$ cat config.mk
export PLATFORM = sky130hd
export DESIGN_NAME = z80_busctrl
export DESIGN_NICKNAME = d
export VERILOG_FILES = /design/src/rtl/z80_busctrl.sv
export SDC_FILE = /design/constraint.sdc
export NUM_CORES = 1
export LEC_CHECK = 0
export ABC_CLOCK_PERIOD_IN_PS = 2300
export CAP_MARGIN = 20
export CORE_UTILIZATION = 48
export DETAILED_ROUTE_END_ITERATION = 8
export HOLD_SLACK_MARGIN = 0.05
export PLACE_DENSITY_LB_ADDON = 0.2
export SLEW_MARGIN = 40
export SYNTH_ARGS = -nofsm -noshare
export SYNTH_HDL_FRONTEND = slang
export SYNTH_SLANG_ARGS = --single-unit
$ cat constraint.sdc
create_clock -name clk -period 2.3 [get_ports clk]
set_input_delay 0.46 -clock clk [delete_from_list [all_inputs] [get_ports clk]]
set_output_delay 0.46 -clock clk [all_outputs]
set_load 0.02 [all_outputs]
$ cat src/rtl/z80_busctrl.sv
`default_nettype none
// ============================================================================
// z80_busctrl : Z80 I/O bus controller with synchronised strobes, banking
//               registers and combinational read-back for the shared data bus
// Revision    : 1.0
// ============================================================================
module z80_busctrl #(
  parameter logic [7:0] IO_BASE     = 8'hF0,
  parameter int         SYNC_STAGES = 2
) (
  input  logic        clk,
  input  logic        reset_n,
  input  logic [15:0] bus_a,
  input  logic [7:0]  bus_wrdata,
  input  logic        bus_rd_n,
  input  logic        bus_wr_n,
  input  logic        bus_mreq_n,
  input  logic        bus_iorq_n,
  input  logic        bus_m1_n,
  output logic [7:0]  bus_rddata,
  output logic        bus_d_oe,
  output logic [4:0]  bus_ba,
  output logic        bus_wp,
  output logic [7:0]  io_addr,
  output logic [7:0]  io_wrdata,
  output logic        io_wr,
  output logic        io_rd,
  input  logic        io_sel,
  input  logic [7:0]  io_rddata
);

  typedef enum logic [1:0] {
    ST_ARMING = 2'd0,
    ST_IDLE   = 2'd1,
    ST_WR_ACT = 2'd2,
    ST_RD_ACT = 2'd3
  } state_t;

  state_t                 r_state;
  state_t                 w_state_nxt;
  logic [SYNC_STAGES-1:0] r_wr_sync;
  logic [SYNC_STAGES-1:0] r_rd_sync;
  logic [7:0]             r_bank [4];
  logic                   w_iowr_raw;
  logic                   w_iord_raw;
  logic                   w_wr_s;
  logic                   w_rd_s;
  logic                   w_quiet;
  logic                   w_wr_fire;
  logic                   w_rd_fire;
  logic                   w_rd_enter;
  logic                   w_bank_hit;
  logic                   w_unused_ok;

  assign w_iowr_raw = !bus_iorq_n && !bus_wr_n && bus_rd_n && bus_m1_n;
  assign w_iord_raw = !bus_iorq_n && !bus_rd_n && bus_wr_n && bus_m1_n;
  assign w_wr_s     = r_wr_sync[SYNC_STAGES-1];
  assign w_rd_s     = r_rd_sync[SYNC_STAGES-1];
  // A strobe still travelling through the synchroniser belongs to a cycle
  // that started before reset release, so arming waits for the whole chain.
  assign w_quiet    = !(|{r_wr_sync, r_rd_sync, w_iowr_raw, w_iord_raw});

  always_ff @(posedge clk or negedge reset_n) begin
    if (!reset_n) begin
      r_wr_sync <= '0;
      r_rd_sync <= '0;
    end else begin
      r_wr_sync <= {r_wr_sync[SYNC_STAGES-2:0], w_iowr_raw};
      r_rd_sync <= {r_rd_sync[SYNC_STAGES-2:0], w_iord_raw};
    end
  end

  always_comb begin
    w_state_nxt = r_state;
    w_wr_fire   = 1'b0;
    w_rd_fire   = 1'b0;
    w_rd_enter  = 1'b0;
    case (r_state)
      ST_ARMING: if (w_quiet) w_state_nxt = ST_IDLE;
      ST_IDLE: begin
        if (w_wr_s && !w_rd_s) begin
          w_state_nxt = ST_WR_ACT;
          w_wr_fire   = 1'b1;
        end else if (w_rd_s && !w_wr_s) begin
          w_state_nxt = ST_RD_ACT;
          w_rd_enter  = 1'b1;
        end
      end
      ST_WR_ACT: if (!w_wr_s) w_state_nxt = ST_IDLE;
      ST_RD_ACT: begin
        if (!w_rd_s) begin
          w_state_nxt = ST_IDLE;
          w_rd_fire   = 1'b1;
        end
      end
      default: w_state_nxt = ST_ARMING;
    endcase
  end

  always_ff @(posedge clk or negedge reset_n) begin
    if (!reset_n) begin
      r_state   <= ST_ARMING;
      io_wr     <= 1'b0;
      io_rd     <= 1'b0;
      io_addr   <= 8'h00;
      io_wrdata <= 8'h00;
    end else begin
      r_state <= w_state_nxt;
      io_wr   <= w_wr_fire;
      io_rd   <= w_rd_fire;
      if (w_wr_fire || w_rd_enter) io_addr <= bus_a[7:0];
      if (w_wr_fire) io_wrdata <= bus_wrdata;
    end
  end

  // Banks load on the same edge that raises io_wr, from the address being latched.
  generate
    for (genvar n = 0; n < 4; n++) begin : g_bank
      localparam logic [7:0] c_addr = IO_BASE + 8'(n);
      always_ff @(posedge clk or negedge reset_n) begin
        if (!reset_n) begin
          r_bank[n] <= 8'(n);
        end else if (w_wr_fire && bus_a[7:0] == c_addr) begin
          r_bank[n] <= bus_wrdata;
        end
      end
    end
  endgenerate

  assign bus_ba     = r_bank[bus_a[15:14]][4:0];
  assign bus_wp     = r_bank[bus_a[15:14]][7];
  assign w_bank_hit = (bus_a[7:2] == IO_BASE[7:2]) && w_iord_raw;
  assign bus_rddata = w_bank_hit ? r_bank[bus_a[1:0]] : io_rddata;
  assign bus_d_oe   = w_iord_raw && (w_bank_hit || io_sel);

  assign w_unused_ok = ^{bus_a[13:8], bus_mreq_n};

endmodule
`default_nettype wire

Yosys cells after proc, flatten, opt, wreduce, memory -nomap -nowiden. Index checks and enable logic that the tools add are counted.

Flip-flop bits (word level): 56. Bits of input ports: 40. Output and inout port bits: 33. Word-level logic and storage cells: 71.

Bitwise gates (word level): 2. Magnitude comparators: 2. Reductions and logical operators: 24. Mux-type cells: 20. Equal/unequal tests: 12.

Operators by type and width (number): $mux W8 (5); $bmux W8 S2 (2); $eq A8 B8 Y1 const B (4); $logic_and A1 B1 Y1 (14); $mux W2 (5); $pmux W2 S4 (1); $mux W1 (7); $eq A6 B6 Y1 const B (1); $ge A3 B3 Y1 const B (2); $ne A2 B2 Y1 const B (3); $not A2 Y3 (2); $reduce_or A6 Y1 (1); $logic_not A1 Y1 (5); $eq A2 B2 Y1 const B (2); $reduce_and A4 Y1 (1); $ne A3 B3 Y1 const B (1); $eq A2 B1 Y1 const B (1); $logic_not A2 Y1 (1); $logic_or A1 B1 Y1 (2).

Depth between registers and ports, before layout. Gate-level depths: netlist (run 1).

Depth after elaboration: 7. Gate-level depth with buffers: 6. Gate-level depth less buffers: 5.

Worst setup path after synthesis (run 1). Ideal clock, no wire load.

Path kind: input port to output port. From: input port bus_rd_n. To: output port bus_rddata[0]. Stages: 4. Arrival: 1.684 ns. Required time: 1.840 ns. Path buffers: 1. Slack: 0.156 ns. Path through: and4bb_2 > or4b_1 > buf_6 > mux2_4.

Longest elaborated chain between the ends: 6.

Ends and longest elaborated chain: start: declaration (line 15) `input logic bus_rd_n,`; $logic_not A1 Y1 (line 56) `assign w_iord_raw = !bus_iorq_n && !bus_rd_n && bus_wr_n && bus_m1_n;`; $logic_and A1 B1 Y1 (3 in a row) (line 56); $logic_and A1 B1 Y1 (line 132) `assign w_bank_hit = (bus_a[7:2] == IO_BASE[7:2]) && w_iord_raw;`; $mux W8 (line 133) `assign bus_rddata = w_bank_hit ? r_bank[bus_a[1:0]] : io_rddata;`; end: declaration (line 20) `output logic [7:0] bus_rddata,`.

No other way between the ends.

Worst setup path in the final report (run 1).
From: input port bus_rd_n. To: output port bus_rddata[2].

Longest elaborated chain between the ends: 6.

Ends and longest elaborated chain: $logic_not A1 Y1 (line 56); $logic_and A1 B1 Y1 (3 in a row) (line 56); net w_iord_raw (line 45) `logic w_iord_raw;`; $logic_and A1 B1 Y1 (line 132); $mux W8 (line 133).

The timed path passes the listed nets, and every way through them passes these cells.

==> impl_metrics.sql, run 1 <==
INSERT INTO impl_metrics (metric_group, metric, value, unit) VALUES
('timing', 'final.min_clock_period', '2.38', 'ns'),
('synthesis', 'synth.lib_cells_used.distinct', '28', ''),
('timing', 'totalNegativeSetupSlack', '-0.639', 'ns'),
('clock_network', 'tritoncts', 'built', ''),
('timing', 'final_hold_viol_count', '0', ''),
('pwr', 'ir_worst_vdd', '462', 'uV'),
('floorplanning', 'die_height', '77.3', 'um'),
('synthesis', 'ys_warn_count', '0', ''),
('detailed_routing', 'detail_route.wirelength', '5670', 'um'),
('clock_network', 'clock-sinks', '56', ''),
('detailed_routing', 'remaining_drc_errors', '0', ''),
('clock_network', 'clock_path_buffers', '2', ''),
('clock_network', 'holdBufCountCts', '0', ''),
('final_layout', 'fin_util', '68.9', '%'),
('detailed_routing', 'first_pass_iters', '4', ''),
('placement', 'finalWeightedCongestion', '0.755', ''),
('synthesis', 'syn_area', '2720', 'um2'),
('setup_path', 'critical_path.reg2reg.startpoint', 'r_rd_sync[1]', ''),
('pwr', 'clockPowerShare', '23.9', '%'),
('floorplanning', 'fp.dieW', '77.3', 'um'),
('detailed_routing', 'detail_route.wl_per_cell', '17.1', 'um'),
('timing', 'min_period_over_period', '104', '%'),
('pwr', 'power-per-cell-area', '578', 'nW/um2'),
('clock_network', 'numCtsBuffers', '5', ''),
('setup_path', 'number_of_cells_traversed_by_the_worst_register_to_register_path', '6', ''),
('final_layout', 'layout_cell_share_with_drive_strength_beyond_1', '53.1', '%'),
('setup_path', 'r2r_setup_slack', '0.34', 'ns'),
('setup_path', 'critical_path_required', '1.84', 'ns'),
('setup_path', 'cp-end-kind', 'primary output', ''),
('floorplanning', 'placement_rows', '27', ''),
('detailed_routing', 'route.detailed.vias_per_inst', '5.39', ''),
('run_status', 'violations', 'setup timing', ''),
('pwr', 'static-leakage-power', '1.77', 'nW'),
('grt', 'grt_pass1_wl', '9440', 'um'),
('run_status', 'outcome', 'complete, but fails checks', ''),
('pwr', 'power_frac_seq', '50.9', '%'),
('floorplanning', 'starting_utilization_of_the_core_area', '49.7', '%'),
('timing', 'setup_ws', '-0.0821', 'ns'),
('clock_network', 'worstSkewPairLatency', '0.30', 'ns'),
('final_layout', 'syn_to_final_growth', '38.7', '%'),
('detailed_routing', 'drtAntennaViolNets', '0', ''),
('grt', 'grt_util_overall', '20.7', '%'),
('placement', 'detailed_place_hpwl', '4100', 'um'),
('setup_path', 'cp.arrival', '1.92', 'ns'),
('timing', 'hold_ws', '0.140', 'ns'),
('synthesis', 'seq_area_frac_synth', '51.7', '%'),
('final_layout', 'num-fill-cells', '409', ''),
('worst_hold_path', 'worstHoldPathType', 'in -> async', ''),
('setup_path', 'crit_path_start_kind', 'primary input', ''),
('synthesis', 'syn_inst', '167', ''),
('setup_path', 'regToRegEndpoint', 'r_bank[20]', ''),
('detailed_routing', 'drt-initial-drc-count', '107', ''),
('floorplanning', 'floorplan.die_area', '5970', 'um2'),
('timing', 'report.final.setup_viol', '8', ''),
('setup_path', 'timing.critical_path.fanout_max', '8', ''),
('floorplanning', 'fp.coreArea', '5470', 'um2'),
('timing', 'maxSlewHeadroom', '61.4', '%'),
('timing', 'final_worst_clock_skew', '0.00418', 'ns'),
('clock_network', 'clock-root-buffer', 'sky130_fd_sc_hd__clkbuf_8', ''),
('grt', 'pin_count_of_the_biggest_net_entering_global_routing', '33', ''),
('timing', 'tightestPinTransition', '0.579', 'ns'),
('grt', 'grt_overflow_total', '0', ''),
('timing', 'maxClockFrequency', '420', 'MHz'),
('synthesis', 'ys_seq_elements', '56', ''),
('final_layout', 'layout.nets', '301', ''),
('floorplanning', 'io-pin-count', '73', ''),
('timing', 'timing_max_transition_violations_final', '0', ''),
('pwr', 'power.combinational.fraction', '25.2', '%'),
('pwr', 'net_load_switching_power', '0.590', 'mW'),
('clock_network', 'cts-htree-levels', '2', ''),
('grt', 'number_of_global_route_vias_before_repair', '1890', ''),
('timing', 'rsz0062_at_grt', 'true', ''),
('run', 'maxCapViolations', '0', ''),
('grt', 'antenna_violations_before_repair', '0', ''),
('final_layout', 'n_antenna_cell', '0', ''),
('placement', 'io_buffers', '65', ''),
('setup_path', 'critPathKind', 'in -> out', ''),
('detailed_routing', 'dr_total_vias', '1789', ''),
('pwr', 'swShare', '27.1', '%'),
('synthesis', 'postSynthNetCount', '209', ''),
('clock_network', 'clk_transition_reported_paths', '0.09', 'ns'),
('pwr', 'internal_power', '1.59', 'mW'),
('synthesis', 'synthesis.area_per_instance', '16.3', 'um2');
## repair_timing
action | in CTS | in global routing
gates resized for setup | 110 | 1
setup endpoints to repair | 15 | 10
pin swaps | 2 | 2
buffers inserted | 2 | 1
gates cloned | 1 | 0
## how the worst max path moves through the flow
| stage | to | slack [ns] | startpoint |
|---|---|---|---|
| 6_report | bus_rddata[2] | -0.08 | bus_rd_n |
| 5_1_grt | bus_rddata[2] | -0.10 | bus_rd_n |
| 4_1_cts | bus_rddata[2] | -0.08 | bus_iorq_n |
| 3_5_place_dp | bus_rddata[2] | -0.88 | bus_rd_n |
| 3_3_place_gp | bus_rddata[5] | -0.86 | bus_rd_n |
| 2_1_floorplan | bus_rddata[0] | 0.16 | bus_rd_n |
## power by group through the flow
stage          clock network [mW]  logic, mW  registers [mW]
3_3_place_gp                    0      0.541            1.13
6_report                    0.520      0.549            1.11
2_1_floorplan                   0      0.143            1.22
3_5_place_dp                    0      0.544            1.13
5_1_grt                     0.575      0.581            1.12
4_1_cts                     0.536      0.554            1.11
## critical path: stages
cell and delay, ns:
sky130_fd_sc_hd__buf_6 0.09, sky130_fd_sc_hd__and4bb_2 0.29, sky130_fd_sc_hd__or4b_4 0.48, sky130_fd_sc_hd__buf_12 0.17, sky130_fd_sc_hd__mux2_4 0.30, sky130_fd_sc_hd__buf_6 0.13
## final cells by class
type,count,area [um2],share of cell area (%)
repair buffers,91,911,24.1
flip-flops and latches,56,1410,37.3
well taps,72,90.1,2.39
clock inverters,1,5.00,0.133
inverters,3,11.3,0.299
clock buffers,7,76.3,2.02
multi-input cells,102,1270,33.7
## kinds of logic after synthesis
group	Yosys count	share of synthesized area [%]
adder cells (fa/ha/maj)	2	0.920
flip-flops	56	51.7
buffers and inverters	9	1.61
XOR/XNOR	1	0.322
AND/OR/NAND/NOR	23	8.10
multiplexers	71	36.3
AO/OA/AOI/OAI	5	1.01
## registers in the layout (all words and copies together), names as in the netlist
register   cells
io_rd          1
io_wr          1
io_wrdata      8
r_rd_sync      2
r_bank        32
r_state        2
io_addr        8
r_wr_sync      2
## synth_stat cells
cell | count | area share, %
sky130_fd_sc_hd__dfrtp_1 | 52 | 48
sky130_fd_sc_hd__mux2_2 | 49 | 20
sky130_fd_sc_hd__mux4_2 | 14 | 12
sky130_fd_sc_hd__mux2_4 | 8 | 4.4
sky130_fd_sc_hd__nor2_1 | 5 | 0.69
sky130_fd_sc_hd__dfstp_2 | 4 | 3.9
sky130_fd_sc_hd__nand2b_1 | 4 | 0.92
sky130_fd_sc_hd__inv_1 | 3 | 0.41
sky130_fd_sc_hd__nor4_4 | 3 | 2.3
sky130_fd_sc_hd__a21oi_1 | 2 | 0.37
sky130_fd_sc_hd__buf_2 | 2 | 0.37
sky130_fd_sc_hd__clkbuf_1 | 2 | 0.28
sky130_fd_sc_hd__ha_1 | 2 | 0.92
sky130_fd_sc_hd__nand2_1 | 2 | 0.28
sky130_fd_sc_hd__o21ai_0 | 2 | 0.37
sky130_fd_sc_hd__and3_1 | 1 | 0.23
sky130_fd_sc_hd__and4bb_2 | 1 | 0.46
sky130_fd_sc_hd__buf_1 | 1 | 0.14
sky130_fd_sc_hd__buf_6 | 1 | 0.41
sky130_fd_sc_hd__nand3b_2 | 1 | 0.41
sky130_fd_sc_hd__nand4_4 | 1 | 0.78
sky130_fd_sc_hd__nor3b_1 | 1 | 0.28
sky130_fd_sc_hd__nor4_1 | 1 | 0.23
sky130_fd_sc_hd__nor4b_4 | 1 | 0.87
sky130_fd_sc_hd__o21a_1 | 1 | 0.28
sky130_fd_sc_hd__or2_0 | 1 | 0.23
sky130_fd_sc_hd__or4b_1 | 1 | 0.37
sky130_fd_sc_hd__xnor2_1 | 1 | 0.32
## metal layers
| layer | track usage [%] | vias to the layer above | wire (um) |
|---|---|---|---|
| met3 | 5.24 | 4 | 276 |
| met2 | 34.0 | 51 | 2850 |
| met5 | 0 | - | 0 |
| li1 | - | 810 | - |
| met1 | 27.4 | 924 | 2520 |
| met4 | 5.28 | 0 | 29 |
## through the flow
stage	cell area (um2)	std cells	setup WS, ns	power, mW
floorplan	2720	167	0.156	1.36
global placement	3650	320	-0.858	1.67
detailed placement	3650	320	-0.882	1.67
CTS	3760	331	-0.0798	2.20
global route	3770	332	-0.104	2.28
finish	3770	332	-0.0821	2.18
## placed cells by master (no fill, tap or decap), types with 3 or more instances in the layout
cell type / n
sky130_fd_sc_hd__dfrtp_1: 52
sky130_fd_sc_hd__mux2_2: 49
sky130_fd_sc_hd__clkdlybuf4s50_1: 37
sky130_fd_sc_hd__buf_4: 19
sky130_fd_sc_hd__mux4_2: 14
sky130_fd_sc_hd__buf_6: 10
sky130_fd_sc_hd__buf_2: 10
sky130_fd_sc_hd__mux2_4: 8
sky130_fd_sc_hd__buf_12: 6
sky130_fd_sc_hd__nor2_1: 5
sky130_fd_sc_hd__clkbuf_8: 5
sky130_fd_sc_hd__nand2b_1: 4
sky130_fd_sc_hd__dfstp_2: 4
sky130_fd_sc_hd__inv_1: 3
sky130_fd_sc_hd__nor4_4: 3
sky130_fd_sc_hd__clkdlybuf4s15_2: 3
sky130_fd_sc_hd__dlygate4sd2_1: 3
Note: power is estimated with default switching activity, not from simulation.
==> run 2: changes to the inputs <==
--- a/config.mk
+++ b/config.mk
@@ -5,12 +5,12 @@
 export SDC_FILE = /design/constraint.sdc
 export NUM_CORES = 1
 export LEC_CHECK = 0
-export ABC_CLOCK_PERIOD_IN_PS = 2300
+export ABC_CLOCK_PERIOD_IN_PS = 2290
 export CAP_MARGIN = 20
 export CORE_UTILIZATION = 48
 export DETAILED_ROUTE_END_ITERATION = 8
 export HOLD_SLACK_MARGIN = 0.05
-export PLACE_DENSITY_LB_ADDON = 0.2
+export PLACE_DENSITY = 0.82
 export SLEW_MARGIN = 40
 export SYNTH_ARGS = -nofsm -noshare
 export SYNTH_HDL_FRONTEND = slang
==> constraint.sdc (replaced) <==
create_clock -name clk -period 2.29 [get_ports clk]
set_input_delay 0.458 -clock clk [delete_from_list [all_inputs] [get_ports clk]]
set_output_delay 0.458 -clock clk [all_outputs]
set_load 0.02 [all_outputs]
==> impl_metrics.sql, run 2 (synthesis results as in run 1) <==
INSERT INTO impl_metrics (metric_group, metric, value, unit) VALUES
('grt', 'antenna_violations_before_repair', '0', ''),
('setup_path', 'cp.arrival', '1.94', 'ns'),
('grt', 'number_of_global_route_vias_before_repair', '1842', ''),
('setup_path', 'critical-path-top-cell-by-count', 'sky130_fd_sc_hd__buf_6', ''),
('setup_path', 'max_stage_delay', '0.49', 'ns'),
('final_layout', 'layout_cell_share_with_drive_strength_beyond_1', '53.6', '%'),
('detailed_routing', 'route.detailed.vias_per_inst', '5.27', ''),
('setup_path', 'r2r_setup_slack', '0.27', 'ns'),
('final_layout', 'max_flop_register', 'r_bank', ''),
('setup_path', 'critPathKind', 'in -> out', ''),
('detailed_routing', 'detail_route.wl_per_cell', '16.4', 'um'),
('final_layout', 'n_antenna_cell', '0', ''),
('timing', 'min_period_over_period', '105', '%'),
('final_layout', 'layout.nets', '306', ''),
('setup_path', 'timing.critical_path.fanout_max', '5', ''),
('timing', 'final_hold_viol_count', '0', ''),
('clock_network', 'worstSkewPairLatency', '0.31', 'ns'),
('timing', 'maxClockFrequency', '417', 'MHz'),
('grt', 'grt_util_overall', '19.9', '%'),
('floorplanning', 'starting_utilization_of_the_core_area', '49.7', '%'),
('setup_path', 'cp-end-kind', 'primary output', ''),
('final_layout', 'most-common-layout-cells', 'sky130_fd_sc_hd__dfrtp_1, sky130_fd_sc_hd__mux2_2, sky130_fd_sc_hd__clkdlybuf4s50_1', ''),
('worst_hold_path', 'worstHoldPathType', 'in -> reg', ''),
('placement', 'detailed_place_hpwl', '4120', 'um'),
('detailed_routing', 'remaining_drc_errors', '0', ''),
('timing', 'final.min_clock_period', '2.40', 'ns'),
('clock_network', 'numCtsBuffers', '5', ''),
('pwr', 'p_total', '2.21', 'mW'),
('timing', 'tightestPinTransition', '0.436', 'ns'),
('pwr', 'power-per-cell-area', '588', 'nW/um2'),
('run', 'maxCapViolations', '0', ''),
('timing', 'rsz0062_at_grt', 'true', ''),
('detailed_routing', 'first_pass_iters', '4', ''),
('grt', 'pin_count_of_the_biggest_net_entering_global_routing', '28', ''),
('grt', 'grt_overflow_total', '0', ''),
('detailed_routing', 'drt-initial-drc-count', '81', ''),
('floorplanning', 'io-pin-count', '73', ''),
('final_layout', 'mostFrequentLayoutCell', 'sky130_fd_sc_hd__dfrtp_1', ''),
('floorplanning', 'die_height', '77.3', 'um'),
('setup_path', 'critical-path-slowest-cell', 'sky130_fd_sc_hd__or4b_4', ''),
('timing', 'maxSlewHeadroom', '70.8', '%'),
('floorplanning', 'floorplan.die_area', '5970', 'um2'),
('setup_path', 'crit_path_start_kind', 'primary input', ''),
('clock_network', 'clock-root-buffer', 'sky130_fd_sc_hd__clkbuf_8', ''),
('placement', 'post-place-cells', '324', ''),
('final_layout', 'finish.instance_area', '3750', 'um2'),
('floorplanning', 'placement_rows', '27', ''),
('run_status', 'outcome', 'complete, but fails checks', ''),
('final_layout', 'register_area', '1410', 'um2'),
('timing', 'timing_max_transition_violations_final', '0', ''),
('final_layout', 'reg_top3', 'r_bank x32, io_addr x8, io_wrdata x8', ''),
('placement', 'placement.cell_area', '3640', 'um2'),
('clock_network', 'tritoncts', 'built', ''),
('run_status', 'violations', 'setup timing', ''),
('clock_network', 'clk_transition_reported_paths', '0.08', 'ns'),
('detailed_routing', 'dr_total_vias', '1776', ''),
('timing', 'final_worst_clock_skew', '0.0103', 'ns'),
('setup_path', 'timing.critical_path.cells', 'buf_6 > and4bb_2 > or4b_4 > buf_6 > mux2_4 > buf_6', ''),
('detailed_routing', 'drtAntennaViolNets', '0', ''),
('detailed_routing', 'detail_route.wirelength', '5510', 'um'),
('pwr', 'ir_worst_vdd', '396', 'uV'),
('floorplanning', 'fp.dieW', '77.3', 'um'),
('timing', 'setup_ws', '-0.108', 'ns'),
('timing', 'report.final.setup_viol', '8', ''),
('pwr', 'static-leakage-power', '1.76', 'nW'),
('clock_network', 'cts-htree-levels', '2', ''),
('final_layout', 'largest_register_ffs', '32', ''),
('floorplanning', 'fp.coreArea', '5470', 'um2'),
('clock_network', 'clock_path_buffers', '2', ''),
('clock_network', 'clock-sinks', '56', ''),
('timing', 'hold_ws', '0.349', 'ns'),
('setup_path', 'critical_path_required', '1.83', 'ns'),
('final_layout', 'layoutNonFillerInstCount', '337', ''),
('grt', 'grt_pass1_wl', '9150', 'um'),
('placement', 'finalWeightedCongestion', '0.748', ''),
('placement', 'io_buffers', '65', ''),
('final_layout', 'syn_to_final_growth', '38.0', '%'),
('final_layout', 'num-fill-cells', '376', ''),
('final_layout', 'multiInputGateArea', '1270', 'um2');
## run 2: power by group
part	leakage [nW]	internal, mW	switching, mW	total (mW)
Clock	0.0455	0.247	0.300	0.547
Sequential	0.725	1.07	0.0438	1.12
Combinational	0.993	0.300	0.242	0.542
## run 2: critical path, delay by kind of cell
kind | cells | cell delay [ns]
simple gates | 2 | 0.80
mux | 1 | 0.30
buf+inv | 3 | 0.38
## run 2: metrics by stage
stage,setup WS (ns),TNS (ns),utilization [%]
3_5_place_dp,-0.912,-11.96,66.6
4_1_cts,-0.0845,-0.635,68.3
3_3_place_gp,-0.869,-11.64,66.6
2_1_floorplan,0.150,0,-
6_report,-0.108,-0.823,68.5
5_1_grt,-0.126,-0.965,68.5
## run 2: final cells by class
cell class              instances  share of cell area (%)
flip-flops and latches         56                    37.5
inverters                       3                   0.300
clock buffers                   8                    2.40
well taps                      72                    2.40
repair buffers                 96                    23.5
multi-input cells             102                    33.9
## run 2: timing repair
action | CTS | global route
pin swaps | 2 | 2
gates resized for setup | 112 | 0
hold buffers | 1 | 0
setup endpoints to repair | 15 | 8
setup buffers | 2 | 2
hold endpoints to repair | 3 | 0
## run 2: worst paths after layout
check | from | endpoint | cells after the start
min reg2reg | r_wr_sync[0] | r_wr_sync[1] | 0
min | bus_wr_n | r_wr_sync[0] | 2
max | bus_rd_n | bus_rddata[2] | 6
max reg2reg | r_rd_sync[1] | r_bank[26] | 6
max in group asynchronous | reset_n | r_bank[0] | 3
min in group asynchronous | reset_n | io_wrdata[3] | 2
## run 2: metal layers
metal / vias up / GRT usage [%] / part of all wire (%)
met5: - / 0 / 0
met4: 0 / 5.66 / 1.3
met3: 8 / 5.48 / 6.1
met2: 52 / 32.9 / 48
met1: 894 / 25.5 / 45
li1: 822 / - / -
==> run 3: changes to the inputs <==
==> constraint.sdc (replaced) <==
create_clock -name clk -period 2.29 [get_ports clk]
set_input_delay 0.229 -clock clk [delete_from_list [all_inputs] [get_ports clk]]
set_output_delay 0.229 -clock clk [all_outputs]
set_load 0.02 [all_outputs]
==> impl_metrics.sql, run 3 (synthesis results as in run 1) <==
INSERT INTO impl_metrics (metric_group, metric, value, unit) VALUES
('final_layout', 'num-fill-cells', '389', ''),
('floorplanning', 'fp.dieW', '77.3', 'um'),
('clock_network', 'cts-htree-levels', '2', ''),
('timing', 'tightestPinTransition', '0.649', 'ns'),
('grt', 'grt_util_overall', '20.7', '%'),
('clock_network', 'worstSkewPairLatency', '0.31', 'ns'),
('clock_network', 'tritoncts', 'built', ''),
('final_layout', 'largest_register_ffs', '32', ''),
('final_layout', 'max_flop_register', 'r_bank', ''),
('run_status', 'outcome', 'complete, no violations', ''),
('detailed_routing', 'drtAntennaViolNets', '0', ''),
('grt', 'antenna_violations_before_repair', '0', ''),
('grt', 'pin_count_of_the_biggest_net_entering_global_routing', '31', ''),
('worst_hold_path', 'min_from', 'bus_wr_n', ''),
('floorplanning', 'starting_utilization_of_the_core_area', '49.7', '%'),
('placement', 'detailed_place_hpwl', '4160', 'um'),
('clock_network', 'clk_transition_reported_paths', '0.10', 'ns'),
('timing', 'min_period_over_period', '99.0', '%'),
('setup_path', 'number_of_cells_traversed_by_the_worst_register_to_register_path', '6', ''),
('setup_path', 'critPathKind', 'in -> out', ''),
('detailed_routing', 'detail_route.wl_per_cell', '17.1', 'um'),
('timing', 'report.final.setup_viol', '0', ''),
('timing', 'maxClockFrequency', '441', 'MHz'),
('floorplanning', 'die_height', '77.3', 'um'),
('timing', 'maxSlewHeadroom', '56.7', '%'),
('timing', 'timing_max_transition_violations_final', '0', ''),
('final_layout', 'most-common-layout-cells', 'sky130_fd_sc_hd__clkdlybuf4s50_1, sky130_fd_sc_hd__dfrtp_1, sky130_fd_sc_hd__mux2_2', ''),
('floorplanning', 'floorplan.die_area', '5970', 'um2'),
('timing', 'rsz0062_at_grt', 'false', ''),
('grt', 'grt_pass1_wl', '9280', 'um'),
('setup_path', 'crit_path_start_kind', 'primary input', ''),
('final_layout', 'mostFrequentLayoutCell', 'sky130_fd_sc_hd__clkdlybuf4s50_1', ''),
('final_layout', 'layout_cell_share_with_drive_strength_beyond_1', '46.7', '%'),
('grt', 'grt_overflow_total', '0', ''),
('setup_path', 'timing.critical_path.fanout_max', '5', ''),
('detailed_routing', 'detail_route.wirelength', '5630', 'um'),
('worst_hold_path', 'worstHoldPathType', 'in -> reg', ''),
('setup_path', 'cp.arrival', '2.04', 'ns'),
('setup_path', 'cp-endpoint', 'bus_rddata[2]', ''),
('placement', 'finalWeightedCongestion', '0.744', ''),
('placement', 'worst_setup_slack_post_dpl', '-0.475', 'ns'),
('detailed_routing', 'remaining_drc_errors', '0', ''),
('run', 'maxCapViolations', '0', ''),
('detailed_routing', 'route.detailed.vias_per_inst', '5.34', ''),
('final_layout', 'n_antenna_cell', '0', ''),
('final_layout', 'syn_to_final_growth', '38.7', '%'),
('floorplanning', 'placement_rows', '27', ''),
('floorplanning', 'io-pin-count', '73', ''),
('setup_path', 'regToRegEndpoint', 'r_bank[18]', ''),
('pwr', 'static-leakage-power', '1.71', 'nW'),
('timing', 'setup_ws', '0.0220', 'ns'),
('timing', 'final_hold_viol_count', '0', ''),
('final_layout', 'reg_top3', 'r_bank x32, io_addr x8, io_wrdata x8', ''),
('final_layout', 'fin_util', '68.9', '%'),
('timing', 'hold_ws', '0.252', 'ns'),
('floorplanning', 'fp.coreArea', '5470', 'um2'),
('grt', 'number_of_global_route_vias_before_repair', '1858', ''),
('placement', 'io_buffers', '65', ''),
('clock_network', 'clock-root-buffer', 'sky130_fd_sc_hd__clkbuf_8', ''),
('timing', 'totalNegativeSetupSlack', '0', 'ns'),
('timing', 'final_worst_clock_skew', '0.0114', 'ns'),
('clock_network', 'clock_path_buffers', '2', ''),
('final_layout', 'layout.nets', '298', ''),
('detailed_routing', 'dr_total_vias', '1757', ''),
('setup_path', 'r2r_setup_slack', '0.25', 'ns'),
('setup_path', 'critPathLaunch', 'bus_iorq_n', ''),
('clock_network', 'clock-sinks', '56', ''),
('setup_path', 'cp-end-kind', 'primary output', ''),
('detailed_routing', 'drt-initial-drc-count', '49', ''),
('setup_path', 'critical_path.reg2reg.startpoint', 'r_rd_sync[1]', ''),
('timing', 'final.min_clock_period', '2.27', 'ns'),
('pwr', 'ir_worst_vdd', '533', 'uV'),
('clock_network', 'numCtsBuffers', '5', ''),
('detailed_routing', 'first_pass_iters', '4', ''),
('pwr', 'power-per-cell-area', '608', 'nW/um2'),
('setup_path', 'critical_path_required', '2.06', 'ns');
[run 3: changes by cell type in the layout (fill, tap and decap cells not counted)]
cell / before / now
sky130_fd_sc_hd__buf_4: 24 / 16
sky130_fd_sc_hd__dlygate4sd2_1: 4 / 2
sky130_fd_sc_hd__clkdlybuf4s50_1: 38 / 54
sky130_fd_sc_hd__buf_6: 14 / 10
sky130_fd_sc_hd__buf_12: 2 / 4
sky130_fd_sc_hd__clkbuf_8: 6 / 5
sky130_fd_sc_hd__buf_2: 11 / 1
sky130_fd_sc_hd__clkdlybuf4s15_2: 2 / 0
sky130_fd_sc_hd__bufinv_16: 0 / 1
[run 3: final cells by class]
cell class | count | area (um2) | share of cell area [%]
repair buffers | 88 | 886 | 23.5
flip-flops and latches | 56 | 1410 | 37.3
multi-input cells | 102 | 1270 | 33.7
clock inverters | 1 | 30.0 | 0.796
inverters | 3 | 11.3 | 0.299
clock buffers | 7 | 76.3 | 2.02
well taps | 72 | 90.1 | 2.39
[run 3: repair_timing]
| action | CTS | global route |
|---|---|---|
| buffers inserted | 0 | 1 |
| gates resized for setup | 42 | 11 |
| pin swaps | 1 | 0 |
| hold endpoints to repair | 22 | 0 |
| hold buffers | 1 | 0 |
| setup endpoints to repair | 8 | 8 |
[run 3: through the flow]
| stage | power, mW | instance area, um2 | cells |
|---|---|---|---|
| after floorplan | 1.37 | 2720 | 167 |
| after global placement | 1.67 | 3630 | 319 |
| after detailed placement | 1.68 | 3630 | 319 |
| after CTS | 2.31 | 3730 | 328 |
| after global routing | 2.38 | 3770 | 329 |
| final | 2.29 | 3770 | 329 |
[run 3: per-layer routing]
metal	share of wire, %	up-vias	global-route usage (%)
li1	-	804	-
met1	44	897	26.9
met2	49	50	34.0
met3	5.2	6	5.00
met4	1.0	0	6.60
met5	0	-	0
[run 3: worst min path at each step]
stage | end | slack (ns) | cells after the start
floorplan | io_addr[0] | -0.07 | 0
global placement | io_wrdata[3] | 0.29 | 1
detailed placement | io_wrdata[3] | 0.29 | 1
CTS | r_wr_sync[0] | 0.25 | 2
global route | r_wr_sync[0] | 0.26 | 2
finish | r_wr_sync[0] | 0.25 | 2
[run 3: report_power, final]
part / total, mW / internal [mW] / switching (mW)
Sequential: 1.12 / 1.07 / 0.0463
Clock: 0.631 / 0.328 / 0.303
Combinational: 0.542 / 0.301 / 0.241
[run 3: worst max-delay path: stages]
cell and delay, ns:
sky130_fd_sc_hd__clkdlybuf4s50_1 0.41, sky130_fd_sc_hd__and4bb_2 0.31, sky130_fd_sc_hd__or4b_4 0.49, sky130_fd_sc_hd__buf_6 0.16, sky130_fd_sc_hd__mux2_4 0.30, sky130_fd_sc_hd__buf_6 0.13
